**src/rtl/uart_tx_fifo.sv**
```systemverilog
// uart_tx_fifo: 8N1 UART transmitter fed by a small byte FIFO.
// Bytes pushed with valid_i/ready_o are queued, then serialised LSB first
// with one start and one stop bit. Back-to-back frames leave no idle gap.
module uart_tx_fifo #(
  parameter int CLKS_PER_BIT = 10416,
  parameter int FIFO_DEPTH   = 4
) (
  input  logic                          clk,
  input  logic                          rst_n_i,
  input  logic [7:0]                    data_i,
  input  logic                          valid_i,
  output logic                          ready_o,
  output logic                          tx_o,
  output logic                          busy_o,
  output logic [$clog2(FIFO_DEPTH):0]   count_o
);

  localparam int AW = $clog2(FIFO_DEPTH);
  localparam int CW = AW + 1;
  localparam int BW = $clog2(CLKS_PER_BIT);

  localparam logic [BW-1:0] BAUD_LAST = BW'(CLKS_PER_BIT - 1);
  localparam logic [CW-1:0] FULL      = CW'(FIFO_DEPTH);

  typedef enum logic [1:0] {
    IDLE,
    START,
    DATA,
    STOP
  } state_t;

  // FIFO storage and bookkeeping
  logic [7:0]    mem [FIFO_DEPTH];
  logic [AW-1:0] wr_ptr_q;
  logic [AW-1:0] rd_ptr_q;
  logic [CW-1:0] count_q;
  logic          push;
  logic          pop;
  logic          fifo_nonempty;

  // Transmit engine
  state_t        state_q;
  state_t        state_d;
  logic [BW-1:0] baud_q;
  logic [BW-1:0] baud_d;
  logic [2:0]    bit_q;
  logic [2:0]    bit_d;
  logic [7:0]    shift_q;
  logic [7:0]    shift_d;
  logic          tx_q;
  logic          tx_d;
  logic          baud_end;

  // A full FIFO refuses a push even if the engine pops on the same edge.
  assign ready_o       = (count_q != FULL);
  assign push          = valid_i & ready_o;
  assign fifo_nonempty = (count_q != '0);
  assign baud_end      = (baud_q == BAUD_LAST);

  assign count_o = count_q;
  assign tx_o    = tx_q;
  assign busy_o  = (state_q != IDLE);

  // Byte storage: written at the tail on every accepted push.
  // NOTE: the data array has no reset; pointers and count define which
  // entries are valid, so clearing the storage itself buys nothing.
  always_ff @(posedge clk) begin
    if (push) begin
      mem[wr_ptr_q] <= data_i;
    end
  end

  // FIFO pointers and occupancy; push and pop together leave count unchanged.
  // NOTE: sequential state always uses non-blocking assignment so every
  // register samples the values from before the edge.
  always_ff @(posedge clk or negedge rst_n_i) begin
    if (!rst_n_i) begin
      wr_ptr_q <= '0;
      rd_ptr_q <= '0;
      count_q  <= '0;
    end else begin
      if (push) begin
        wr_ptr_q <= wr_ptr_q + AW'(1);
      end
      if (pop) begin
        rd_ptr_q <= rd_ptr_q + AW'(1);
      end
      count_q <= count_q + CW'(push) - CW'(pop);
    end
  end

  // Next-state logic: baud timing, bit sequencing and FIFO pops.
  // NOTE: every output of this block gets a default first, so no path
  // through the case leaves a signal unassigned and no latch is inferred.
  always_comb begin
    state_d = state_q;
    baud_d  = baud_end ? '0 : baud_q + BW'(1);
    bit_d   = bit_q;
    shift_d = shift_q;
    pop     = 1'b0;

    unique case (state_q)
      IDLE: begin
        baud_d = '0;
        if (fifo_nonempty) begin
          pop     = 1'b1;
          shift_d = mem[rd_ptr_q];
          state_d = START;
        end
      end

      START: begin
        if (baud_end) begin
          bit_d   = '0;
          state_d = DATA;
        end
      end

      DATA: begin
        if (baud_end) begin
          shift_d = {1'b0, shift_q[7:1]};
          bit_d   = bit_q + 3'd1;
          if (bit_q == 3'd7) begin
            state_d = STOP;
          end
        end
      end

      STOP: begin
        if (baud_end) begin
          if (fifo_nonempty) begin
            pop     = 1'b1;
            shift_d = mem[rd_ptr_q];
            state_d = START;
          end else begin
            state_d = IDLE;
          end
        end
      end

      default: begin
        state_d = IDLE;
      end
    endcase
  end

  // Line level for the state being entered, so tx_o changes with the state.
  always_comb begin
    tx_d = 1'b1;
    case (state_d)
      START:   tx_d = 1'b0;
      DATA:    tx_d = shift_d[0];
      default: tx_d = 1'b1;
    endcase
  end

  // Engine registers; reset aborts any frame and parks the line high.
  always_ff @(posedge clk or negedge rst_n_i) begin
    if (!rst_n_i) begin
      state_q <= IDLE;
      baud_q  <= '0;
      bit_q   <= '0;
      shift_q <= '0;
      tx_q    <= 1'b1;
    end else begin
      state_q <= state_d;
      baud_q  <= baud_d;
      bit_q   <= bit_d;
      shift_q <= shift_d;
      tx_q    <= tx_d;
    end
  end

endmodule

```
**config.mk**
```make
export PLATFORM = sky130hd
export DESIGN_NAME = uart_tx_fifo
export DESIGN_NICKNAME = d
export VERILOG_FILES = /design/src/rtl/uart_tx_fifo.sv
export SDC_FILE = /design/constraint.sdc
export NUM_CORES = 1
export LEC_CHECK = 0
export ABC_AREA = 1
export BUFFER_PORTS_ARGS = -buffer_cell sky130_fd_sc_hd__buf_4
export CORE_AREA = 5 5 87 89
export CTS_CLUSTER_DIAMETER = 200
export DETAILED_ROUTE_END_ITERATION = 16
export DIE_AREA = 0 0 92 94
export PLACE_DENSITY = 0.67
export SLEW_MARGIN = 30
export SYNTH_ARGS = -nofsm -noshare
export SYNTH_HDL_FRONTEND = slang
export SYNTH_SLANG_ARGS = --single-unit
```
**constraint.sdc**
```tcl
create_clock -name clk -period 5.6 [get_ports clk]
set_clock_uncertainty 0.05 [all_clocks]
set_input_delay 0.84 -clock clk [delete_from_list [all_inputs] [get_ports clk]]
set_output_delay 0.84 -clock clk [all_outputs]
set_load 0.005 [all_outputs]
```
==> results of run 1 <==
==> power by group <==
part	internal (uW)	switching [uW]	leakage [uW]
registers	587	36.3	0.000728
clock network	260	213	0.000114
logic	73.5	118	0.000816
==> placed cells by master, fill, tap and decap left out, types with 2 or more instances in the layout <==
master	n
a21oi_1	13
a31oi_1	2
buf_4	16
bufinv_16	2
clkbuf_8	9
dfrtp_1	34
edfxtp_1	32
ha_1	15
inv_1	43
inv_2	3
inv_6	2
inv_8	2
nand2_1	70
nand2_4	3
nand3_1	13
nor2_1	45
nor2_2	4
nor3_1	2
nor3_4	2
o21ai_0	37
o21ai_1	4
o22ai_1	2
xnor2_1	4
xor2_1	5
==> critical path: cells and delay by family (launching register included) <==
family	cells	cell delay, ns
buf+inv	4	0.40
flops	1	0.43
fa+ha+maj	4	1.05
xor+xnor	1	0.13
simple gates	3	0.41
==> sequential cells by signal (all words and copies together) (netlist names) <==
register,cells
wr_ptr_q,2
mem,32
state_q,2
baud_q,14
rd_ptr_q,2
tx_o,1
bit_q,3
count_o,3
shift_q,8
==> logic make-up after synthesis <==
| kind of cell | synth area share, % |
|---|---|
| and+or+nand+nor | 19.6 |
| buffers and inverters | 6.03 |
| adders and majority gates | 6.33 |
| AOI/OAI and AO/OA | 9.57 |
| xor gates and xnor gates | 2.40 |
| DFF | 56.0 |
==> final cells by class <==
class	count	area, um^2
well taps	80	100
fillers	609	2970
repair buffers	16	120
clock inverters	7	108
multi-input cells	230	1240
inverters	46	173
clock buffers	9	124
flip-flops and latches	67	1840
==> worst paths after layout <==
check	startpoint	endpoint	slack, ns	depth (start not counted)
min reg2reg	baud_q[0]	baud_q[0]	0.41	1
max	state_q[1]	count_o[2]	3.01	12
min	rst_n_i	baud_q[13]	0.38	1
max in group asynchronous	rst_n_i	tx_o	4.77	1
max reg2reg	state_q[1]	count_o[2]	3.01	12
min in group clk	baud_q[0]	baud_q[0]	0.41	1
==> through the flow <==
stage / worst slack [ns] / hold WS, ns / power [uW] / util (%)
after global placement: 3.09 / 0.387 / 821 / 52.0
after CTS: 2.98 / 0.394 / 1300 / 55.5
final: 3.01 / 0.378 / 1290 / 55.5
after detailed placement: 3.01 / 0.405 / 829 / 52.0
after global routing: 2.77 / 0.421 / 1360 / 55.5
after floorplan: 3.20 / 0.374 / 752 / -
==> metal layers <==
| layer | track usage (%) | vias up | routed length, um |
|---|---|---|---|
| met2 | 27.9 | 30 | 3050 |
| met1 | 18.8 | 1099 | 2800 |
| met4 | 6.44 | 0 | 89 |
| met5 | 0 | - | 0 |
| met3 | 2.96 | 11 | 148 |
| li1 | - | 1176 | - |
==> results.json, run 1 <==
{
  "status": "complete, no violations",
  "start_util_pct": 49.1,
  "worst_slew_pin_slew_ns": 0.839,
  "die_area_mm2": 0.00865,
  "cts_resized": 0,
  "yosysSeqAreaShare_pct": 56.0,
  "io_buffer_count": 16,
  "detail_route.wirelength_mm": 6.09,
  "detail-route-antenna-nets": 0,
  "synth_edf_count": 32,
  "final_nets": 397,
  "slowest_stage": "dfrtp_1",
  "ir_drop_uv": 226,
  "max_slew_margin_pct": 43.8,
  "core_area_mm2": 0.00668,
  "path_class": "flop to flop",
  "synth-main-ff-cell": "dfrtp_1",
  "crit_path_start_kind": "flop",
  "synth_top_cells_by_count": "nand2_1 (70), nor2_1 (45), inv_1 (43)",
  "slowest_delay_ns": 0.43,
  "finalNonFillerCells": 455,
  "hold_viol_final": 0,
  "synth_top_cells_by_area": "edfxtp_1 (29%), dfrtp_1 (26%), nand2_1 (8.0%)",
  "synth_area_mm2": 0.00328,
  "yosysMostFrequentCell": "nand2_1",
  "synth.distinct_cells": 32,
  "num_antenna_cells": 0,
  "power_density_mw_per_mm2": 347,
  "htree_levels": 3,
  "first_global_vias": 2320,
  "timing.final.crit_period_ns": 2.59,
  "cts_setup_buffers": 0,
  "grt_start_max_net_pins": 36,
  "tritoncts": "yes",
  "viasPerCell": 5.09,
  "cp_max_fo": 6,
  "syn_to_final_growth_pct": 13.0,
  "period_share_pct": 46.3,
  "synth_top_cell_by_area": "edfxtp_1",
  "final_cell_area_mm2": 0.00371,
  "rows": 30,
  "critPathCaptureType": "flop",
  "die_h_um": 94,
  "slew_viol_final": 0,
  "path_clk_slew_ns": 0.09,
  "dpl.cell_count": 439,
  "netlist.area_leader.share_pct": 29.3,
  "ys_ff_latch": 67,
  "cts_root_buf": "clkbuf_8",
  "fmax_ghz": 0.385,
  "grt_overflow": 0,
  "cp.arrival_ns": 2.78,
  "drtIter0Drc": 142,
  "clockBufferDepth": 2,
  "path_cells": "inv_1, ha_1, inv_1, nand2_1, nand2_4, nor3_4, ha_1, inv_1, ha_1, inv_1, fa_1, xnor2_1",
  "grt_pass1_wl_mm": 10.6,
  "yosys_warnings": 0,
  "async_flop_share_pct": 52.2,
  "synth_nets": 375,
  "drv_cap": 0,
  "dr.pass1.iters": 6,
  "vias": 2316,
  "setup_viol": 0,
  "gp_congestion": 0.766,
  "netlist_instances": 348,
  "synth.avg_cell_area_um2": 9.43,
  "drc": 0,
  "dpl_cell_area_mm2": 0.00348,
  "tns_ns": 0,
  "rsz0062_at_grt": "no",
  "grt_antenna_before_repair": 0,
  "cp_data_required_time_ns": 5.79,
  "io_pins": 17,
  "grt_usage_pct": 15.7,
  "leakagePower_uw": 0.00166,
  "insertion_delay_ns": 0.35,
  "drive_above_1_share_pct": 13.1,
  "cts_buffers": 9,
  "dp_hpwl_mm": 4.23,
  "hold_buffers": 0,
  "critPathMostFrequentCell": "inv_1",
  "avgRoutedWirePerCell_um": 13.4,
  "cts_sinks": 67,
  "hp-class": "primary input to asynchronous set/reset pin",
  "die_x_um": 92
}
(Power assumes the default switching activity.)
==> run 2, diff against run 1 <==
--- a/config.mk
+++ b/config.mk
@@ -5,13 +5,13 @@
 export SDC_FILE = /design/constraint.sdc
 export NUM_CORES = 1
 export LEC_CHECK = 0
-export ABC_AREA = 1
+export ABC_AREA = 0
 export BUFFER_PORTS_ARGS = -buffer_cell sky130_fd_sc_hd__buf_4
-export CORE_AREA = 5 5 87 89
+export CORE_AREA = 5 5 86 88
 export CTS_CLUSTER_DIAMETER = 200
 export DETAILED_ROUTE_END_ITERATION = 16
-export DIE_AREA = 0 0 92 94
-export PLACE_DENSITY = 0.67
+export DIE_AREA = 0 0 91 93
+export PLACE_DENSITY = 0.68
 export SLEW_MARGIN = 30
 export SYNTH_ARGS = -nofsm -noshare
 export SYNTH_HDL_FRONTEND = slang
==> constraint.sdc (replaced) <==
create_clock -name clk -period 2.6 [get_ports clk]
set_clock_uncertainty 0.05 [all_clocks]
set_input_delay 0.39 -clock clk [delete_from_list [all_inputs] [get_ports clk]]
set_output_delay 0.39 -clock clk [all_outputs]
set_load 0.005 [all_outputs]
==> run 2 against run 1 <==
Against the previous run:
- flip-flop and latch count did not move
- critical endpoint unchanged
- largest power group unchanged
- synthesized cell count fell by 28%
- critical path type unchanged
- global-route usage rose by 0.12 points
- sequential share of layout area fell by 1.5 points
- non-clock buffer count rose by 19
- sequential power rose to 2.5 times the previous value
- core utilization rose by 2.8 points
- worst hold slack got worse by 0.18 ns
- fmax rose by 3.8%
==> results.json, run 2 <==
{
  "die_x_um": 91,
  "top_regs": "mem: 32 flops, baud_q: 14 flops, shift_q: 8 flops",
  "synth_edf_count": 32,
  "layout_common_cells": "buf_4 (34), dfrtp_1 (32), edfxtp_1 (32)",
  "async_flop_share_pct": 52.2,
  "cts_buffers": 9,
  "detail_route.wirelength_mm": 6.24,
  "synth_area_mm2": 0.00326,
  "yosys_warnings": 0,
  "status": "complete, no violations",
  "worst_slew_pin_slew_ns": 0.595,
  "die_area_mm2": 0.00846,
  "grt_start_max_net_pins": 36,
  "leakagePower_uw": 0.00162,
  "syn_to_final_growth_pct": 17.5,
  "io_pins": 17,
  "cp.arrival_ns": 2.67,
  "hold_start": "data_i[6]",
  "grt_antenna_before_repair": 0,
  "clockBufferDepth": 2,
  "hp-class": "primary input to flop",
  "io_buffer_count": 16,
  "yosysMostFrequentCell": "dfrtp_1",
  "r2r_cells": 12,
  "crit_path_start_kind": "flop",
  "preCtsSetupSlack_ns": 0.0218,
  "setup_viol": 0,
  "cts_sinks": 67,
  "yosysSeqAreaShare_pct": 56.4,
  "dpl_cell_area_mm2": 0.00359,
  "final_cell_area_mm2": 0.00383,
  "max_slew_margin_pct": 59.3,
  "drtIter0Drc": 122,
  "power_density_mw_per_mm2": 1010,
  "synth_top_cells_by_count": "dfrtp_1 (34), edfxtp_1 (32), nand2_1 (20), nor2_1 (20), ha_1 (15)",
  "synth.distinct_cells": 53,
  "slowest_stage": "dfrtp_1",
  "vias": 2123,
  "detail-route-antenna-nets": 0,
  "grt_overflow": 0,
  "first_global_vias": 2136,
  "slew_viol_final": 0,
  "critPathCaptureType": "flop",
  "slowest_delay_ns": 0.38,
  "drive_above_1_share_pct": 25.7,
  "path_cells": "ha_2, and4_4, nand4_1, and2_4, nor3_4, ha_1, inv_1, ha_1, inv_1, fa_2, xnor2_2, xnor2_1",
  "hold_depth": 1,
  "avgRoutedWirePerCell_um": 16.6,
  "fmax_ghz": 0.400,
  "timing.final.crit_period_ns": 2.50,
  "r2r_end": "count_o[2]",
  "netlist.area_leader.share_pct": 29.5,
  "rows": 30,
  "synth_nets": 279,
  "grt_pass1_wl_mm": 10.5,
  "final_nets": 318,
  "finalWorstSetupSlack_ns": 0.0995,
  "synth-main-ff-cell": "dfrtp_1",
  "die_h_um": 93,
  "ir_drop_uv": 589,
  "period_share_pct": 96.2,
  "num_antenna_cells": 0,
  "r2r_start": "baud_q[1]",
  "top_register": "mem",
  "layout_commonest_cell": "buf_4",
  "core_area_mm2": 0.00657,
  "largest_reg_flops": 32,
  "path_class": "flop to flop",
  "tritoncts": "yes",
  "tns_ns": 0,
  "start_util_pct": 49.6,
  "cp_max_fo": 5,
  "grt_usage_pct": 15.9,
  "cts_root_buf": "clkbuf_8",
  "dp_hpwl_mm": 4.28,
  "netlist_instances": 252,
  "hold_ws_ns": 0.199,
  "hold_viol_final": 0,
  "drc": 0,
  "cp_data_required_time_ns": 2.77,
  "rsz0062_at_grt": "yes",
  "dr.pass1.iters": 4,
  "synth_top_cell_by_area": "edfxtp_1",
  "insertion_delay_ns": 0.34,
  "synth.avg_cell_area_um2": 12.9,
  "r2r_setup_slack_ns": 0.1,
  "path_clk_slew_ns": 0.08,
  "synth_top_cells_by_area": "edfxtp_1 (29%), dfrtp_1 (26%), ha_1 (5.8%)",
  "drv_cap": 0,
  "htree_levels": 3,
  "holdPathEnd": "mem[2][6]",
  "gp_congestion": 0.822,
  "viasPerCell": 5.65,
  "ys_ff_latch": 67
}
[run 2: changes by cell type after synthesis, sizes merged, moves of 10 or more]
cell	delta
nand2	-54
inv	-34
o21ai	-31
nor2	-30
nand3	-10
[run 2: where the power goes]
part	leakage [uW]	switching [uW]	internal, uW
registers	0.000752	197	1380
clock network	0.000107	404	562
logic	0.000758	652	680
[run 2: stage by stage]
stage,instances,power [uW],util [%]
2_1_floorplan,252,2500,-
3_5_place_dp,358,2900,54.6
6_report,376,3870,58.3
3_3_place_gp,358,2850,54.6
4_1_cts,376,3880,58.2
5_1_grt,376,4120,58.3
[run 2: critical path, delay by kind of cell, from the launching register on]
| kind | cells | cell delay, ns |
|---|---|---|
| xor+xnor | 2 | 0.28 |
| simple gates | 4 | 0.66 |
| fa+ha+maj | 4 | 0.92 |
| flops | 1 | 0.38 |
| buf+inv | 2 | 0.11 |
[run 2: cell families (layout without fill, tap and decap cells)]
| group | after synthesis | after routing | synth area share, % |
|---|---|---|---|
| muxes | 15 | 15 | 7.67 |
| buffers and inverters | 19 | 63 | 2.99 |
| xor gates and xnor gates | 15 | 15 | 4.26 |
| and+or+nand+nor | 82 | 82 | 13.9 |
| AOI/OAI and AO/OA | 38 | 38 | 8.40 |
| adders and majority gates | 16 | 16 | 6.37 |
| DFF | 67 | 67 | 56.4 |
[run 2: worst max-delay path by stage]
stage | slack, ns | endpoint | depth (start not counted) | start
2_1_floorplan | 0.01 | count_o[2] | 13 | state_q[1]
3_3_place_gp | 0.08 | count_o[2] | 12 | baud_q[1]
3_5_place_dp | 0.02 | count_o[2] | 12 | baud_q[1]
4_1_cts | 0.03 | count_o[2] | 12 | baud_q[1]
5_1_grt | -0.07 | count_o[2] | 11 | baud_q[10]
6_report | 0.1 | count_o[2] | 12 | baud_q[1]
[run 2: metal layers]
metal	up-vias	global-route usage [%]	part of all wire (%)
li1	1012	-	-
met1	1062	19.4	45
met2	43	27.4	51
met3	6	4.02	3.2
met4	0	5.13	0.95
met5	-	0	0
[run 2: layout make-up]
| class | instances | area (um^2) |
|---|---|---|
| clock inverters | 5 | 76.3 |
| well taps | 80 | 100 |
| clock buffers | 11 | 141 |
| inverters | 12 | 45.0 |
| flip-flops and latches | 67 | 1840 |
| multi-input cells | 166 | 1360 |
| repair buffers | 35 | 265 |
| fillers | 526 | 2740 |
[run 2: timing repair]
| item | 4_1_cts | 5_1_grt |
|---|---|---|
| hold endpoints to repair | 34 | 0 |
| setup buffers | 1 | 0 |
| resized for setup | 0 | 2 |
| endpoints found under the setup margin | 1 | 1 |
| hold buffers | 1 | 0 |
| pin swaps | 1 | 3 |
